File: src/rtl/cpu_pkg.sv
`default_nettype none
// ============================================================================
// Module      : cpu_pkg
// Description : Shared types for the multiply/divide unit: operation codes,
//               FSM state encoding and small operation-decode helpers.
// Revision    : 1.0 - initial release
// ============================================================================
package cpu_pkg;

  // Operation code presented on the op port of mult_div_unit.
  typedef enum logic [1:0] {
    MD_MULT  = 2'b00,
    MD_MULTU = 2'b01,
    MD_DIV   = 2'b10,
    MD_DIVU  = 2'b11
  } md_op_t;

  // Iterative unit control states.
  typedef enum logic [1:0] {
    MD_IDLE = 2'd0,
    MD_CALC = 2'd1,
    MD_DONE = 2'd2
  } md_state_t;

  function automatic logic op_is_div(input md_op_t op);
    return (op == MD_DIV) || (op == MD_DIVU);
  endfunction

  function automatic logic op_is_signed(input md_op_t op);
    return (op == MD_MULT) || (op == MD_DIV);
  endfunction

endpackage
`default_nettype wire

File: src/rtl/mult_div_unit.sv
`default_nettype none
// ============================================================================
// Module      : mult_div_unit
// Description : Iterative multiply/divide unit holding the architectural HI/LO
//               registers. MULT/MULTU use radix-2 shift-add, DIV/DIVU use
//               restoring division, both on unsigned magnitudes with a final
//               sign correction. One step per cycle, BIT_SIZE steps.
// Ports       : clk        - clock, all state updates on rising edge
//               rstN       - asynchronous active-low reset
//               start      - launch op on srcA/srcB (ignored while busy)
//               op         - md_op_t operation code
//               srcA/srcB  - multiplicand/dividend, multiplier/divisor
//               mtHi/mtLo  - write srcA into HI/LO (IDLE and DONE only)
//               hiOut/loOut- HI (upper product / remainder),
//                            LO (lower product / quotient)
//               busy       - high while iterating
//               done       - one-cycle result pulse
//               divByZero  - pulses with done for a divide by zero
// Revision    : 1.0 - initial release
// ============================================================================
module mult_div_unit
  import cpu_pkg::*;
#(
  parameter int BIT_SIZE = 32
) (
  input  logic                clk,
  input  logic                rstN,
  input  logic                start,
  input  logic [1:0]          op,
  input  logic [BIT_SIZE-1:0] srcA,
  input  logic [BIT_SIZE-1:0] srcB,
  input  logic                mtHi,
  input  logic                mtLo,
  output logic [BIT_SIZE-1:0] hiOut,
  output logic [BIT_SIZE-1:0] loOut,
  output logic                busy,
  output logic                done,
  output logic                divByZero
);

  localparam int                c_CNT_W     = $clog2(BIT_SIZE);
  localparam logic [c_CNT_W-1:0] c_LAST_STEP = c_CNT_W'(BIT_SIZE - 1);

  // --------------------------------------------------------------------------
  // State
  // --------------------------------------------------------------------------
  md_state_t               state_q, state_d;
  logic [c_CNT_W-1:0]      count_q, count_d;
  logic                    is_div_q, is_div_d;
  logic                    neg_res_q, neg_res_d;   // negate product / quotient
  logic                    neg_rem_q, neg_rem_d;   // remainder follows dividend sign
  logic [BIT_SIZE-1:0]     opnd_q, opnd_d;         // |srcA| for multiply, |srcB| for divide
  logic [2*BIT_SIZE-1:0]   acc_q, acc_d;           // product accumulator / quotient shifter
  logic [BIT_SIZE-1:0]     rem_q, rem_d;           // partial remainder
  logic [BIT_SIZE-1:0]     hi_q, hi_d;
  logic [BIT_SIZE-1:0]     lo_q, lo_d;
  logic                    dbz_q, dbz_d;

  // --------------------------------------------------------------------------
  // Launch decode: operand magnitudes and result sign flags
  // --------------------------------------------------------------------------
  md_op_t              w_launch_op;
  logic                w_launch_div;
  logic                w_launch_sgn;
  logic                w_neg_a;
  logic                w_neg_b;
  logic                w_launch_dbz;
  logic [BIT_SIZE-1:0] w_mag_a;
  logic [BIT_SIZE-1:0] w_mag_b;

  assign w_launch_op = md_op_t'(op);

  always_comb begin
    w_launch_div = op_is_div(w_launch_op);
    w_launch_sgn = op_is_signed(w_launch_op);
    w_neg_a      = w_launch_sgn & srcA[BIT_SIZE-1];
    w_neg_b      = w_launch_sgn & srcB[BIT_SIZE-1];
    // The most-negative value maps onto itself, which is the correct
    // unsigned magnitude 2^(BIT_SIZE-1).
    w_mag_a      = w_neg_a ? -srcA : srcA;
    w_mag_b      = w_neg_b ? -srcB : srcB;
    w_launch_dbz = w_launch_div && (srcB == '0);
  end

  // --------------------------------------------------------------------------
  // One radix-2 step of the shared datapath
  // --------------------------------------------------------------------------
  logic [BIT_SIZE:0]     w_mul_sum;
  logic [BIT_SIZE:0]     w_div_shift;
  logic [BIT_SIZE:0]     w_div_diff;
  logic [2*BIT_SIZE-1:0] w_acc_step;
  logic [BIT_SIZE-1:0]   w_rem_step;

  always_comb begin
    // Multiply: add multiplicand into the upper half when the current
    // multiplier bit (acc LSB) is set, keep the carry, shift right.
    w_mul_sum   = {1'b0, acc_q[2*BIT_SIZE-1:BIT_SIZE]}
                + {1'b0, ({BIT_SIZE{acc_q[0]}} & opnd_q)};
    // Divide: bring the next dividend bit into the remainder and trial
    // subtract; the borrow bit decides whether to restore.
    w_div_shift = {rem_q, acc_q[BIT_SIZE-1]};
    w_div_diff  = w_div_shift - {1'b0, opnd_q};

    if (is_div_q) begin
      w_acc_step = {acc_q[2*BIT_SIZE-1:BIT_SIZE], acc_q[BIT_SIZE-2:0], ~w_div_diff[BIT_SIZE]};
      w_rem_step = w_div_diff[BIT_SIZE] ? w_div_shift[BIT_SIZE-1:0]
                                        : w_div_diff[BIT_SIZE-1:0];
    end else begin
      w_acc_step = {w_mul_sum, acc_q[BIT_SIZE-1:1]};
      w_rem_step = rem_q;
    end
  end

  // --------------------------------------------------------------------------
  // Sign correction of the final step
  // --------------------------------------------------------------------------
  logic [2*BIT_SIZE-1:0] w_prod_fix;
  logic [BIT_SIZE-1:0]   w_quo_fix;
  logic [BIT_SIZE-1:0]   w_rem_fix;
  logic [BIT_SIZE-1:0]   w_res_hi;
  logic [BIT_SIZE-1:0]   w_res_lo;

  always_comb begin
    w_prod_fix = neg_res_q ? -w_acc_step : w_acc_step;
    w_quo_fix  = neg_res_q ? -w_acc_step[BIT_SIZE-1:0] : w_acc_step[BIT_SIZE-1:0];
    w_rem_fix  = neg_rem_q ? -w_rem_step : w_rem_step;
    if (is_div_q) begin
      w_res_hi = w_rem_fix;
      w_res_lo = w_quo_fix;
    end else begin
      w_res_hi = w_prod_fix[2*BIT_SIZE-1:BIT_SIZE];
      w_res_lo = w_prod_fix[BIT_SIZE-1:0];
    end
  end

  // --------------------------------------------------------------------------
  // Next-state / datapath control
  // --------------------------------------------------------------------------
  always_comb begin
    state_d   = state_q;
    count_d   = count_q;
    is_div_d  = is_div_q;
    neg_res_d = neg_res_q;
    neg_rem_d = neg_rem_q;
    opnd_d    = opnd_q;
    acc_d     = acc_q;
    rem_d     = rem_q;
    hi_d      = hi_q;
    lo_d      = lo_q;
    dbz_d     = 1'b0;

    case (state_q)
      MD_IDLE, MD_DONE: begin
        // In DONE the result is already in HI/LO, so these writes land on
        // the following edge. A result launched here overwrites them later.
        if (mtHi) hi_d = srcA;
        if (mtLo) lo_d = srcA;

        if (start) begin
          if (w_launch_dbz) begin
            state_d = MD_DONE;
            dbz_d   = 1'b1;
          end else begin
            state_d   = MD_CALC;
            count_d   = '0;
            is_div_d  = w_launch_div;
            neg_res_d = w_neg_a ^ w_neg_b;
            neg_rem_d = w_neg_a;
            opnd_d    = w_launch_div ? w_mag_b : w_mag_a;
            acc_d     = {{BIT_SIZE{1'b0}}, (w_launch_div ? w_mag_a : w_mag_b)};
            rem_d     = '0;
          end
        end else begin
          state_d = MD_IDLE;
        end
      end

      MD_CALC: begin
        acc_d   = w_acc_step;
        rem_d   = w_rem_step;
        count_d = count_q + 1'b1;
        if (count_q == c_LAST_STEP) begin
          state_d = MD_DONE;
          count_d = '0;
          hi_d    = w_res_hi;
          lo_d    = w_res_lo;
        end
      end

      default: begin
        state_d = MD_IDLE;
      end
    endcase
  end

  // --------------------------------------------------------------------------
  // Registers
  // --------------------------------------------------------------------------
  always_ff @(posedge clk or negedge rstN) begin
    if (!rstN) begin
      state_q   <= MD_IDLE;
      count_q   <= '0;
      is_div_q  <= 1'b0;
      neg_res_q <= 1'b0;
      neg_rem_q <= 1'b0;
      opnd_q    <= '0;
      acc_q     <= '0;
      rem_q     <= '0;
      hi_q      <= '0;
      lo_q      <= '0;
      dbz_q     <= 1'b0;
    end else begin
      state_q   <= state_d;
      count_q   <= count_d;
      is_div_q  <= is_div_d;
      neg_res_q <= neg_res_d;
      neg_rem_q <= neg_rem_d;
      opnd_q    <= opnd_d;
      acc_q     <= acc_d;
      rem_q     <= rem_d;
      hi_q      <= hi_d;
      lo_q      <= lo_d;
      dbz_q     <= dbz_d;
    end
  end

  assign hiOut     = hi_q;
  assign loOut     = lo_q;
  assign busy      = (state_q == MD_CALC);
  assign done      = (state_q == MD_DONE);
  assign divByZero = dbz_q;

endmodule
`default_nettype wire

File: config.mk
export PLATFORM = sky130hd
export DESIGN_NAME = mult_div_unit
export DESIGN_NICKNAME = d
export VERILOG_FILES = /design/src/rtl/cpu_pkg.sv /design/src/rtl/mult_div_unit.sv
export SDC_FILE = /design/constraint.sdc
export NUM_CORES = 1
export LEC_CHECK = 0
export CAP_MARGIN = 0
export CORE_ASPECT_RATIO = 1.75
export CORE_UTILIZATION = 45
export CTS_BUF_LIST = sky130_fd_sc_hd__clkbuf_4 sky130_fd_sc_hd__clkbuf_8
export DETAILED_ROUTE_END_ITERATION = 12
export GPL_TIMING_DRIVEN = 0
export PLACE_DENSITY = 0.75
export SYNTH_ARGS = -nofsm -noshare
export SYNTH_HDL_FRONTEND = slang
export SYNTH_SLANG_ARGS = --single-unit
File: constraint.sdc
create_clock -name clk -period 15.4 [get_ports clk]
set_clock_uncertainty 0.1 [all_clocks]
set_input_delay 1.54 -clock clk [delete_from_list [all_inputs] [get_ports clk]]
set_output_delay 1.54 -clock clk [all_outputs]
set_load 0.01 [all_outputs]
==> impl_metrics.toml <==
[power]
power.density_cell_area_mw_per_mm2 = 296
power_leakage_nw = 8.84
worst_ir_drop_vdd_v = 0.000137

[sta]
timing_hold_violations_final = 0
finalCritPeriodShare_pct = 54.0
post_layout_min_period_ns = 8.32
rsz_0062_raised_after_global_routing = "false"
worst_slew_pin_slew_ns = 1.47
finalSetupViolCount = 0
slew_headroom_pct = 2.29
final.setup.tns_ns = 0
achievable-frequency_mhz = 120
timing.final.max_slew_violations = 0
whs_ns = 0.387

[final_layout]
final-instance-count-excl-fill = 3283
layout-drive-gt1-share_pct = 5.84
multi_input_comb_area_mm2 = 0.0130
area_growth_syn_to_layout_pct = 15.8
num-fill-cells = 4087
stdcell_area_mm2 = 0.0220
design.final.nets = 2838
seq_area_mm2 = 0.00508

[synthesis]
synthesis.yosys.warnings = 0
ys_dominant_reg_cell = "sky130_fd_sc_hd__dfrtp_1"
synth-edff-count = 0
netlist_cell_types = 98
synth_compound_gate_area_share_pct = 28.9
synthesis.nets = 2662
synth.cell_area_mm2 = 0.0190
asyncSetResetFlopFracSynth_pct = 100
ys_seq_elements = 203
synth-adder-area-share_pct = 4.81
ys_seq_area_share_pct = 26.7
xor_and_xnor_area_share_after_synthesis_pct = 8.06
synth_top_family_by_area = "compound AO/OA/AOI/OAI gates"
synth_simple_gate_area_share_pct = 22.8
synthesis.instances = 2519
post_synth.cell_area_avg_um2 = 7.55
multiplexer_share_of_the_synthesized_area_pct = 3.70

[clock_network]
tritoncts = "built"
clock_tree.root_cell = "sky130_fd_sc_hd__clkbuf_8"
cts.reportedPaths.clkPinSlew_ns = 0.07
clk-insertion-delay-late_ns = 0.61
max-clock-path-buffers = 3
cts-resized-gates = 0
cts_buffers = 37
clkSinkCount = 203
cts-htree-levels = 2
post_cts.repair.setup_buffers = 0
post_cts_hold_buffer_count = 0

[route]
route.detailed.drc = 0
detailroute.wirelength.met2_mm = 47.7
wl_per_cell_um = 31.6
pre_repair_dr_iteration_count = 7
vias = 22328
routed_via_density = 6.80
met3_wirelength_mm = 9.32
dr.first_iter.drc_count = 2577
top_layer = "met5"
wl_met1_mm = 33.9
drt-total-wl_mm = 104
postRouteAntennaNets = 0

[status]
run_status = "finished, final reports clean"

[global_route]
first_pass_grt_wire_length_mm = 148
global_route.usage.total_pct = 48.4
total_congestion_overflow_after_global_routing = 0
grt_pass1_vias = 21552
antenna_found_initial = 10
pin_count_of_the_biggest_net_entering_global_routing = 103

[die]
floorplan.die_area_mm2 = 0.0431
floorplan.initialDensity_pct = 45.6
die-height_um = 274
placeable_core_region_mm2 = 0.0417
die_w_um = 157
top_level_ports = 138
placement_rows = 99

[flow_run]
max_cap_viol_count = 0

[placement]
place_inst = 3211
finalWeightedCongestion = 1.07
hpwlAfterDp_mm = 80.2
placed_area_mm2 = 0.0211
place.port_buffers = 136

[hold_path]
hold_path.class = "reg -> reg"

[setup_path]
critical_path_class = "reg -> reg"
startpoint_type = "flip-flop"
crit_path_top_delay_cell = "sky130_fd_sc_hd__clkbuf_1"
worst-path-max-fanout = 10
setup.worst_path.end_class = "flip-flop"
worst_ep_arrival_time_ns = 8.74
cp_data_required_time_ns = 15.82
max_stage_delay_ns = 0.79
sequence_of_cells_on_the_critical_path = "buf_2 -> buf_2 -> buf_2 -> clkbuf_1 -> buf_2 -> buf_2 -> buf_2 -> mux2i_1 -> ha_1 -> o2111ai_2 -> o41ai_4 -> o21ai_1 -> or4_1 -> a211oi_2 -> a21oi_2 -> or4_1 -> o31a_1 -> xor2_1 -> a221oi_2"
path_common_cell = "sky130_fd_sc_hd__buf_2"
[flip-flops by register name, indices dropped and copies added, names as in the netlist]
register	flops
rem_q	32
count_q	5
opnd_q	32
divByZero	1
acc_q	64
neg_rem_q	1
is_div_q	1
state_q	2
hiOut	32
loOut	32
neg_res_q	1
[power by group]
group	leakage (nW)	internal [mW]	switching [mW]
registers	2.47	0.784	0.360
clock network	0.474	0.384	0.278
logic	5.90	1.58	3.13
total	8.84	2.75	3.77
[cell families after synthesis]
logic type / Yosys count
AO/OA/AOI/OAI: 847
adder cells (fa/ha/maj): 72
AND/OR/NAND/NOR: 916
XOR/XNOR: 175
buffers and inverters: 237
multiplexers: 69
flip-flops: 203
[critical path: cells and delay by family (launching register included)]
kind                     cells  cell delay (ns)
AO/OA/AOI/OAI                7             2.14
adder cells (fa/ha/maj)      1             0.34
flip-flops                   1             0.59
buffers and inverters        7             3.24
AND/OR/NAND/NOR              2             1.09
multiplexers                 1             0.55
XOR/XNOR                     1             0.17
[synth_stat cells (28+ instances only)]
cell type                    n  area share, %
sky130_fd_sc_hd__a21oi_1   231            6.1
sky130_fd_sc_hd__a31oi_1    29           0.95
sky130_fd_sc_hd__and2_1     52            1.7
sky130_fd_sc_hd__buf_2      28           0.74
sky130_fd_sc_hd__clkbuf_1  115            2.3
sky130_fd_sc_hd__dfrtp_1   203             27
sky130_fd_sc_hd__ha_1       70            4.6
sky130_fd_sc_hd__inv_1      70            1.4
sky130_fd_sc_hd__mux2i_1    59            3.1
sky130_fd_sc_hd__nand2_1   305            6.0
sky130_fd_sc_hd__nand3_1    42            1.1
sky130_fd_sc_hd__nand4_1    34            1.1
sky130_fd_sc_hd__nor2_1    235            4.6
sky130_fd_sc_hd__nor3_1     78            2.1
sky130_fd_sc_hd__o21ai_0   242            6.4
sky130_fd_sc_hd__o221ai_1   33            1.5
sky130_fd_sc_hd__o31ai_1    28            1.1
sky130_fd_sc_hd__or3_1      33            1.1
sky130_fd_sc_hd__xnor2_1    98            4.5
sky130_fd_sc_hd__xor2_1     77            3.5
[path summary, 6_finish.rpt]
kind	start	endpoint	slack [ns]	cells past startpoint
min reg2reg	loOut[13]	loOut[13]	0.39	2
max reg2reg	is_div_q	hiOut[28]	7.08	19
max in group asynchronous	rstN	count_q[3]	13.20	2
min in group asynchronous	rstN	opnd_q[19]	0.92	1
max	is_div_q	hiOut[28]	7.08	19
min	loOut[13]	loOut[13]	0.39	2
[layout make-up]
class	count	area share [%]
diodes	4	0.0454
repair buffers	137	6.32
flip-flops and latches	203	23.1
plain buffers	165	3.12
multi-input cells	2079	58.9
clock buffers	51	3.01
inverters	72	1.23
well taps	555	3.15
clock inverters	17	1.14
[placed cells by master, fill, tap and decap left out, types with 33 or more instances in the layout]
cell type                         synthesis  layout
sky130_fd_sc_hd__a21oi_1                231     231
sky130_fd_sc_hd__and2_1                  52      52
sky130_fd_sc_hd__clkbuf_1               115     115
sky130_fd_sc_hd__clkbuf_8                 0      45
sky130_fd_sc_hd__clkdlybuf4s50_1          0     135
sky130_fd_sc_hd__dfrtp_1                203     203
sky130_fd_sc_hd__ha_1                    70      70
sky130_fd_sc_hd__inv_1                   70      70
sky130_fd_sc_hd__mux2i_1                 59      59
sky130_fd_sc_hd__nand2_1                305     305
sky130_fd_sc_hd__nand3_1                 42      42
sky130_fd_sc_hd__nand4_1                 34      34
sky130_fd_sc_hd__nor2_1                 235     235
sky130_fd_sc_hd__nor3_1                  78      78
sky130_fd_sc_hd__o21ai_0                242     242
sky130_fd_sc_hd__o221ai_1                33      33
sky130_fd_sc_hd__or3_1                   33      33
sky130_fd_sc_hd__xnor2_1                 98      98
sky130_fd_sc_hd__xor2_1                  77      77
[routing by layer]
layer	up-vias	GRT usage, %
met1	10727	49.5
met2	1509	78.1
met3	539	12.4
met5	-	0
met4	2	49.5
li1	9551	-
[through the flow]
step | util (%) | setup slack (ns) | total power [mW]
floorplan | - | 9.61 | 3.92
global route | 52.8 | 7.14 | 6.79
finish | 52.8 | 7.08 | 6.52
detailed placement | 50.6 | 7.48 | 5.61
CTS | 52.8 | 7.46 | 6.29
global placement | 50.5 | 3.66 | 5.56
No activity file was read; power rests on OpenSTA's default activity.
==> RTL edit (same flow settings) <==
Add an input register stage for `srcA`, cleared by the reset; this delays it by one clock. The other inputs are not delayed to match.
--- a/src/rtl/mult_div_unit.sv
+++ b/src/rtl/mult_div_unit.sv
@@ -43,2 +43,12 @@
 
+  logic [BIT_SIZE-1:0] srcA_q;
+
+  always_ff @(posedge clk or negedge rstN) begin
+    if (!rstN) begin
+      srcA_q <= '0;
+    end else begin
+      srcA_q <= srcA;
+    end
+  end
+
   // --------------------------------------------------------------------------
@@ -75,3 +85,3 @@
     w_launch_sgn = op_is_signed(w_launch_op);
-    w_neg_a      = w_launch_sgn & srcA[BIT_SIZE-1];
+    w_neg_a      = w_launch_sgn & srcA_q[BIT_SIZE-1];
     w_neg_b      = w_launch_sgn & srcB[BIT_SIZE-1];
@@ -79,3 +89,3 @@
     // unsigned magnitude 2^(BIT_SIZE-1).
-    w_mag_a      = w_neg_a ? -srcA : srcA;
+    w_mag_a      = w_neg_a ? -srcA_q : srcA_q;
     w_mag_b      = w_neg_b ? -srcB : srcB;
@@ -155,4 +165,4 @@
         // the following edge. A result launched here overwrites them later.
-        if (mtHi) hi_d = srcA;
-        if (mtLo) lo_d = srcA;
+        if (mtHi) hi_d = srcA_q;
+        if (mtLo) lo_d = srcA_q;
 
Behaviour: not the same (a bounded check fails within 4 cycles, from zero or initial values and one cycle with rstN low).
==> RTL edit against the unedited design <==
The flow now finishes with violations (design-rule violations, max-capacitance violations, max-slew violations); global-route usage grew 1.8 points; first-iteration DRC count grew 6.1%; routed wire length grew 3.5%; worst hold slack gained 13 ps; design area grew 1.5%; area after synthesis grew 1.3%; non-clock buffer count shrank 8; worst setup slack lost 900 ps; die area grew 1.3%; sequential cell count grew 32.
Power is left out: the tool's default activity adds up to more than one toggle a clock period on the data nets, which glitch-free logic cannot reach.
==> RTL edit: results (changes against the unedited design) <==
* Number of global-route vias before repair: 21320 (was 21550)
- The maximum level of the CTS H-tree is 2 (unchanged).
- The global-route usage over all layers came to 50.19% (was 48.41%).
- Outcome: finished with violations (was completed)
- Hold/Removal Path Class: reg2reg (unchanged)
* Async set-or-reset flop fraction in the synthesized netlist: 100.0% (unchanged)
- Number of antenna violations at the first check in global routing: 10 (unchanged)
- The count of cell types in the netlist came to 93 (was 98).
- The violation count after the first detailed-routing iteration is 2734 (was 2577).
* Share of final-layout standard cells stronger than drive strength 1: 5.607% (was 5.837%)
- Layout fillers: 4174 (was 4087)
* Worst-path cell with the longest stage delay: sky130_fd_sc_hd__clkbuf_1 (unchanged)
* Maximum number of pins on one net before global-route repair: 95 (was 103)
- The final reports fail on design-rule violations, max-capacitance violations, max-slew violations.
- The maximum number of buffers from clock root to sink was 3 (unchanged).
- The sequential-to-total area share from yosys stat came to 30.51% (was 26.70%).
* Measured slew at the worst slew-check pin: 1607 ps (was 1466 ps)
- Critical Path Fanout Max: 10 (unchanged)
- The DRC violations left was 2 (was 0).
* Total of warnings raised by yosys: 0 (unchanged)
* Buffers added on ports: 136 (unchanged)
- Largest reg by FF count: acc_q (unchanged)
- Cell types with the highest counts after synthesis: sky130_fd_sc_hd__nand2_1, sky130_fd_sc_hd__o21ai_0, sky130_fd_sc_hd__nor2_1 (unchanged)
* Syn_nets: 2637 (was 2662)
- The max-cap violation count came to 1 (was 0).
- Total vias in the final route: 21960 (was 22330)
- Post-detailed-placement half-perimeter wirelength: 83140 um (was 80150 um)
* Number of resized instances in the post-cts repair step: 0 (unchanged)
- DRT Pass-1 Iters: 12 (was 7)
* Clock root buffer master: sky130_fd_sc_hd__clkbuf_8 (unchanged)
- Post-CTS Hold Buffers: 0 (unchanged)
* Clock buffer count from CTS: 41 (was 37)
- Ranking of synthesized cells by area: sky130_fd_sc_hd__dfrtp_1, sky130_fd_sc_hd__o21ai_0, sky130_fd_sc_hd__nand2_1 (was sky130_fd_sc_hd__dfrtp_1, sky130_fd_sc_hd__o21ai_0, sky130_fd_sc_hd__a21oi_1)
- The wire length of the first global-routing pass is 152000 um (was 147500 um).
- Clock input transition at the sequential cells of the worst setup and hold paths: 70 ps (about the same)
- The flip-flop count of the largest register after layout came to 64 (unchanged).
* Overall routed net length: 107200 um (was 103600 um)
- Placer's final routability congestion estimate: 1.143 (was 1.067)
* Family of cells with the greatest summed delay on the critical path: buffers and inverters (unchanged)
* Clock insertion delay at the later pin of the skew report: 640 ps (was 610 ps)
- The final net count was 2821 (was 2838).
- The max-slew violation total from the final report was 2 (was 0).
- Number of buffers added for setup after CTS: 0 (unchanged)
- The critical path's largest stage delay came to 820 ps (was 790 ps).
[RTL edit: worst paths after layout]
kind                       startpoint        end  slack (ps)  cells past startpoint
max                          is_div_q  hiOut[28]        6180                     21
min                          loOut[9]   loOut[9]         400                      1
max reg2reg                  is_div_q  hiOut[28]        6180                     21
min reg2reg                  loOut[9]   loOut[9]         400                      1
max in group asynchronous        rstN  acc_q[62]       13060                      3
min in group asynchronous        rstN  rem_q[16]         840                      1
[RTL edit: area by class of cell]
class | instances | area share, %
antenna | 6 | 0.06712
clock buffer | 53 | 3.009
multi-input combinational | 2033 | 55.97
sequential | 235 | 26.29
timing repair buffer | 141 | 6.432
clock inverter | 23 | 1.152
buffer | 153 | 2.724
inverter | 73 | 1.225
tap | 561 | 3.138
[RTL edit: cells by family after synthesis]
kind of cell,after synthesis,synth area share [%]
AND/OR/NAND/NOR,911,22.07
AO/OA/AOI/OAI,788,25.66
flip-flops,235,30.51
buffers and inverters,226,4.582
XOR/XNOR,191,8.678
adder cells (fa/ha/maj),72,4.751
multiplexers,71,3.745
[RTL edit: metrics by stage]
step | setup WS [ps] | utilization, % | cell area, sq um | hold slack, ps | std cells
6_report | 6183 | 52.74 | 22370 | 400.0 | 3278
5_1_grt | 6315 | 52.73 | 22370 | 434.3 | 3277
4_1_cts | 6978 | 52.68 | 22350 | 398.1 | 3270
3_5_place_dp | 7028 | 50.49 | 21410 | 382.9 | 3194
3_3_place_gp | 2455 | 50.31 | 21340 | 384.2 | 3191
2_1_floorplan | 9782 | - | 19280 | 363.9 | 2494
[RTL edit: routing by layer]
layer,GRT usage (%),part of all wire (%)
met5,0.5669,0.039
met4,56.68,14
met3,16.61,9.5
met2,78.37,45
met1,48.99,31
